<file path="src/rtl/mips_pkg.sv">
// Shared constants for the MIPS front end: datapath widths, reset PC and the
// instruction word used as a pipeline bubble.
// Latency: n/a (constants only). Backpressure: n/a.
package mips_pkg;

  localparam int WORD_W = 32;
  localparam int JIDX_W = 26;

  // sll $0,$0,0 -- architecturally a no-op, used to fill flushed slots.
  localparam logic [WORD_W-1:0] NOP_WORD = 32'h0000_0000;
  localparam logic [WORD_W-1:0] RESET_PC_DEFAULT = 32'h0000_0000;

endpackage : mips_pkg

</file>
<file path="src/rtl/if_id_register.sv">
// IF/ID pipeline register: captures fetched word and its PC+4.
// Latency: 1 cycle from load to outputs.
// Backpressure: load=0 holds contents; flush (or reset) inserts a NOP bubble.
//
// Ports: clk, rst_n (sync, active-low); load, flush controls;
//        instr_in, pc_plus4_in data in; instruction, pc_plus4, valid out.
module if_id_register
  import mips_pkg::*;
#(
  parameter logic [WORD_W-1:0] NOP_WORD_P = mips_pkg::NOP_WORD
) (
  input  logic              clk,
  input  logic              rst_n,
  input  logic              load,
  input  logic              flush,
  input  logic [WORD_W-1:0] instr_in,
  input  logic [WORD_W-1:0] pc_plus4_in,
  output logic [WORD_W-1:0] instruction,
  output logic [WORD_W-1:0] pc_plus4,
  output logic              valid
);

  logic [WORD_W-1:0] instr_q, instr_d;
  logic [WORD_W-1:0] pc_plus4_q, pc_plus4_d;
  logic              valid_q, valid_d;

  // Flush outranks load so a redirect never lets the wrong-path word through.
  always_comb begin
    instr_d    = instr_q;
    pc_plus4_d = pc_plus4_q;
    valid_d    = valid_q;
    if (flush) begin
      instr_d    = NOP_WORD_P;
      pc_plus4_d = '0;
      valid_d    = 1'b0;
    end else if (load) begin
      instr_d    = instr_in;
      pc_plus4_d = pc_plus4_in;
      valid_d    = 1'b1;
    end
  end

  always_ff @(posedge clk) begin
    if (!rst_n) begin
      instr_q    <= NOP_WORD_P;
      pc_plus4_q <= '0;
      valid_q    <= 1'b0;
    end else begin
      instr_q    <= instr_d;
      pc_plus4_q <= pc_plus4_d;
      valid_q    <= valid_d;
    end
  end

  assign instruction = instr_q;
  assign pc_plus4    = pc_plus4_q;
  assign valid       = valid_q;

endmodule : if_id_register

</file>
<file path="src/rtl/instruction_fetch.sv">
// Instruction fetch stage: PC register, next-PC selection and IF/ID register.
// Latency: 1 cycle (combinational imem read captured at the edge PC advances).
// Backpressure: Stall holds PC and IF/ID; Branch_taken/Jump override Stall.
//
// Ports: clk, rst_n (sync, active-low); Stall, Branch_taken/Branch_target,
//        Jump/Jump_index controls; Instruction from imem; Read_address to imem
//        (word index); IF_ID_Instruction, IF_ID_PC_plus4, IF_ID_valid out.
module instruction_fetch
  import mips_pkg::*;
#(
  parameter logic [WORD_W-1:0] RESET_PC = mips_pkg::RESET_PC_DEFAULT,
  parameter logic [WORD_W-1:0] NOP_WORD = mips_pkg::NOP_WORD
) (
  input  logic              clk,
  input  logic              rst_n,
  input  logic              Stall,
  input  logic              Branch_taken,
  input  logic [WORD_W-1:0] Branch_target,
  input  logic              Jump,
  input  logic [JIDX_W-1:0] Jump_index,
  input  logic [WORD_W-1:0] Instruction,
  output logic [WORD_W-1:0] Read_address,
  output logic [WORD_W-1:0] IF_ID_Instruction,
  output logic [WORD_W-1:0] IF_ID_PC_plus4,
  output logic              IF_ID_valid
);

  logic [WORD_W-1:0] pc_q, pc_d;
  logic [WORD_W-1:0] pc_plus4;
  logic              redirect;
  logic              ifid_load;
  logic [1:0]        unused_target_bits;

  // Natural 32-bit wrap at the top of the address space.
  assign pc_plus4 = pc_q + 32'd4;
  assign redirect = Branch_taken | Jump;
  // Redirect squashes the word being fetched, so it is never loaded.
  assign ifid_load = ~Stall & ~redirect;
  // Targets are word-aligned by truncation; the low bits are intentionally dropped.
  assign unused_target_bits = Branch_target[1:0];

  always_comb begin
    pc_d = pc_plus4;
    if (Branch_taken) begin
      pc_d = {Branch_target[WORD_W-1:2], 2'b00};
    end else if (Jump) begin
      // The jump sits in IF/ID, so its PC+4 region comes from the IF/ID register.
      pc_d = {IF_ID_PC_plus4[WORD_W-1:WORD_W-4], Jump_index, 2'b00};
    end else if (Stall) begin
      pc_d = pc_q;
    end
  end

  always_ff @(posedge clk) begin
    if (!rst_n) begin
      pc_q <= RESET_PC;
    end else begin
      pc_q <= pc_d;
    end
  end

  assign Read_address = {2'b00, pc_q[WORD_W-1:2]};

  if_id_register #(
    .NOP_WORD_P (NOP_WORD)
  ) u_if_id (
    .clk         (clk),
    .rst_n       (rst_n),
    .load        (ifid_load),
    .flush       (redirect),
    .instr_in    (Instruction),
    .pc_plus4_in (pc_plus4),
    .instruction (IF_ID_Instruction),
    .pc_plus4    (IF_ID_PC_plus4),
    .valid       (IF_ID_valid)
  );

endmodule : instruction_fetch

</file>
<file path="config.mk">
export PLATFORM = sky130hd
export DESIGN_NAME = instruction_fetch
export DESIGN_NICKNAME = d
export VERILOG_FILES = /design/src/rtl/mips_pkg.sv /design/src/rtl/if_id_register.sv /design/src/rtl/instruction_fetch.sv
export SDC_FILE = /design/constraint.sdc
export NUM_CORES = 1
export LEC_CHECK = 0
export ABC_CLOCK_PERIOD_IN_PS = 2100
export CAP_MARGIN = 40
export CELL_PAD_IN_SITES_DETAIL_PLACEMENT = 1
export CELL_PAD_IN_SITES_GLOBAL_PLACEMENT = 2
export CORE_MARGIN = 2
export CORE_UTILIZATION = 21
export CTS_CLUSTER_SIZE = 10
export DETAILED_ROUTE_END_ITERATION = 10
export MAX_ROUTING_LAYER = met4
export PLACE_DENSITY = 0.82
export REMOVE_ABC_BUFFERS = 1
export SYNTH_ARGS = -nofsm -noshare
export SYNTH_HDL_FRONTEND = slang
export SYNTH_SLANG_ARGS = --single-unit
</file>
<file path="constraint.sdc">
create_clock -name clk -period 2.1 [get_ports clk]
set_input_delay 0.42 -clock clk [delete_from_list [all_inputs] [get_ports clk]]
set_output_delay 0.42 -clock clk [all_outputs]
set_load 0.02 [all_outputs]
</file>
==> flow_metrics.py <==
metrics = {
    "critical_path": {
        "r2r_end": "pc_q[31]",
        "crit_chain": "buf_4 > nand2_1 > or4_4 > or4_4 > mux2i_1 > a21oi_1",
        "r2r_slack_ns": 0.09,
        "r2r-start": "pc_q[2]",
        "endpoint": "pc_q[31]",
        "cpPeakStageDelay_ns": 0.56,
        "cp_common_cell": "or4_4",
        "ff2ff_path_depth": 6,
        "critPathMaxFanout": 3,
        "crit_type": "register to register",
        "endpoint_kind": "register",
        "cp-start-kind": "register",
        "critPathArrivalTime_ns": 2.27,
        "cp-startpoint": "pc_q[2]",
        "required_ns": 2.36,
        "crit_slowest_cell": "or4_4",
    },
    "clocking": {
        "cts_tree": "built",
        "clkTransAtPathRegs_ns": 0.07,
        "cts_buffers": 9,
        "clock-sinks": 93,
        "cts_buffer_depth": 2,
        "cts_setup_buffers": 0,
        "clk_latency_ns": 0.36,
        "ctsRootBufferMaster": "clkbuf_16",
        "cts_htree_levels": 3,
    },
    "run": {
        "cap_violations": 0,
    },
    "timing": {
        "setup_tns_ns": 0,
        "maxSlewHeadroom_pct": 63.47,
        "clock_skew_ns": 0.009646,
        "fmax_mhz": 497.2,
        "rsz0062_at_grt": "true",
        "tightestPinTransition_ns": 0.5479,
        "fin_crit_sh_pct": 95.77,
        "hold_viol_final": 0,
        "setup_viol": 0,
        "slew_violations": 0,
        "fin_crit_ns": 2.011,
        "setup_slack_ns": 0.08875,
    },
    "grt": {
        "antenna_found_initial": 1,
        "grtUsageTotal_pct": 16.85,
        "grt_max_degree": 34,
        "grt-ovfl-total": 0,
        "grt_pass1_wl_um": 29760,
        "grt_pass1_vias": 5249,
    },
    "synth": {
        "synth_edf_count": 0,
        "synth_flop_cell": "dfxtp_1",
        "syn_area_um2": 4646,
        "syn_inst": 557,
        "yosys_warnings": 0,
        "ys_types": 53,
        "synth_seq_cells": 93,
        "async_flop_share_pct": 0,
        "syn_area_per_cell_um2": 8.341,
        "yosysSeqAreaShare_pct": 40.08,
    },
    "finish": {
        "syn2layout_area_growth_pct": 63.64,
        "fillCellCount": 2584,
        "drive_gt1_share_pct": 14.03,
        "final_common_cell": "clkdlybuf4s50_1",
        "final_area_um2": 7602,
        "nets": 882,
        "layout_common_cells": "clkdlybuf4s50_1, dfxtp_1, buf_4, nor2_1, mux2i_1",
    },
    "floorplanning": {
        "die_y_um": 152.7,
        "ios": 192,
        "die_w_um": 152.7,
        "coreArea_um2": 21760,
        "dieArea_um2": 23330,
        "placementRows": 54,
        "initial_core_util_pct": 21.35,
    },
    "power": {
        "p_total_mw": 4.455,
        "peakVddDrop_mv": 0.4022,
        "power_leakage_nw": 2.892,
        "powerDensity_nw_per_um2": 586.0,
    },
    "placed_design": {
        "dp_hpwl_um": 15100,
        "gp_congestion": 0.7969,
        "preCtsSetupSlack_ns": -0.2042,
        "portBuffers": 185,
        "placed_area_um2": 7272,
    },
    "detailed_routing": {
        "routed_wl_um": 19270,
        "first_iter_violations": 238,
        "first_pass_iters": 4,
        "vias_per_cell": 4.639,
        "drtAntennaViolNets": 0,
        "drc": 0,
        "wl_per_cell_um": 17.97,
        "route.vias.total": 4973,
    },
    "worst_hold_path": {
        "hp-class": "primary input to register",
        "worstHoldStart": "Stall",
    },
    "run_status": {
        "status": "completed",
    },
}
[logic make-up (layout without fill, tap and decap cells)]
kind of cell,Yosys count,in the layout,synth area share (%)
AO/OA/AOI/OAI,142,142,19.12
XOR/XNOR,32,32,6.033
adder cells (fa/ha/maj),1,1,0.2693
buffers and inverters,59,290,5.171
flip-flops,93,93,40.08
multiplexers,44,44,9.480
other,1,5,0.08072
AND/OR/NAND/NOR,185,185,19.77
[cell usage after synthesis, types with 4 or more instances]
cell type,instances,area share (%)
a21oi_1,40,4.3
nand2b_1,6,0.81
and2_1,4,0.54
mux2i_1,44,9.5
nor4_1,7,0.94
a211oi_1,10,1.6
and3_1,7,0.94
nand4_1,6,0.81
nor2_1,64,5.2
buf_4,4,0.65
o22ai_1,6,0.81
a221oi_1,5,0.94
nand2_1,39,3.2
buf_1,4,0.32
o21ai_0,42,4.5
clkbuf_1,34,2.7
or4_1,5,0.81
nor2b_1,4,0.54
xor2_1,13,2.5
and4_1,4,0.75
o211ai_1,9,1.5
a22oi_1,8,1.3
dfxtp_1,93,40
xnor2_1,19,3.6
o211a_1,5,1.1
nand3_1,15,1.6
inv_1,13,1.1
nor3_1,13,1.4
[layer usage]
metal / share of wire [%] / wire length, µm / GRT usage [%] / up-vias
li1: - / - / - / 2440
met1: 43 / 8238 / 19.47 / 2370
met2: 48 / 9157 / 27.50 / 149
met3: 8.5 / 1646 / 6.769 / 14
met4: 1.2 / 224 / 3.880 / 0
met5: 0 / 0 / - / -
[worst min-delay path by stage]
stage | endpoint | slack (ns) | cells after the start
detailed placement | u_if_id.pc_plus4[10] | 0.45 | 2
global route | u_if_id.pc_plus4[28] | 0.42 | 2
global placement | u_if_id.pc_plus4[7] | 0.44 | 2
CTS | u_if_id.pc_plus4[30] | 0.41 | 2
finish | u_if_id.pc_plus4[28] | 0.41 | 2
floorplan | u_if_id.pc_plus4[10] | 0.53 | 2
[metrics by stage]
| step | util (%) | cells | hold WS, ns |
|---|---|---|---|
| floorplan | - | 515 | 0.5282 |
| global placement | 33.43 | 1055 | 0.4411 |
| detailed placement | 33.43 | 1055 | 0.4468 |
| CTS | 34.76 | 1071 | 0.4102 |
| global route | 34.94 | 1072 | 0.4174 |
| finish | 34.94 | 1072 | 0.4112 |
[worst max-delay path: cells and delay by family, from the launching register on]
| family | cells | cell delay, ns |
|---|---|---|
| DFF | 1 | 0.35 |
| muxes | 1 | 0.18 |
| AOI/OAI and AO/OA | 1 | 0.08 |
| and+or+nand+nor | 3 | 1.20 |
| buffers and inverters | 1 | 0.11 |
[state kept, by name (all words and copies together) (netlist names)]
signal / cells
u_if_id.pc_plus4: 30
pc_q: 30
u_if_id.instruction: 32
u_if_id.valid: 1
[layout make-up]
class	instances	area [µm²]	share of cell area, %
Antenna cell	1	2.502	0.03292
Clock buffer	9	225.2	2.962
Clock inverter	7	57.56	0.7571
Inverter	14	52.55	0.6912
Multi-Input combinational cell	408	2600	34.20
Sequential cell	93	1864	24.52
Tap cell	280	350.3	4.608
Timing Repair Buffer	260	2450	32.23
[timing repair]
action,CTS,global route
cloned,0,0
endpoints found under the setup margin,4,17
gates resized for setup,2,8
hold buffers,0,0
[report_power, final]
group / total [mW] / switching [mW] / internal, mW
combinational: 0.950 / 0.458 / 0.492
sequential: 1.89 / 0.0613 / 1.83
clock: 1.61 / 0.793 / 0.821
No activity file was read; power rests on OpenSTA's default activity.
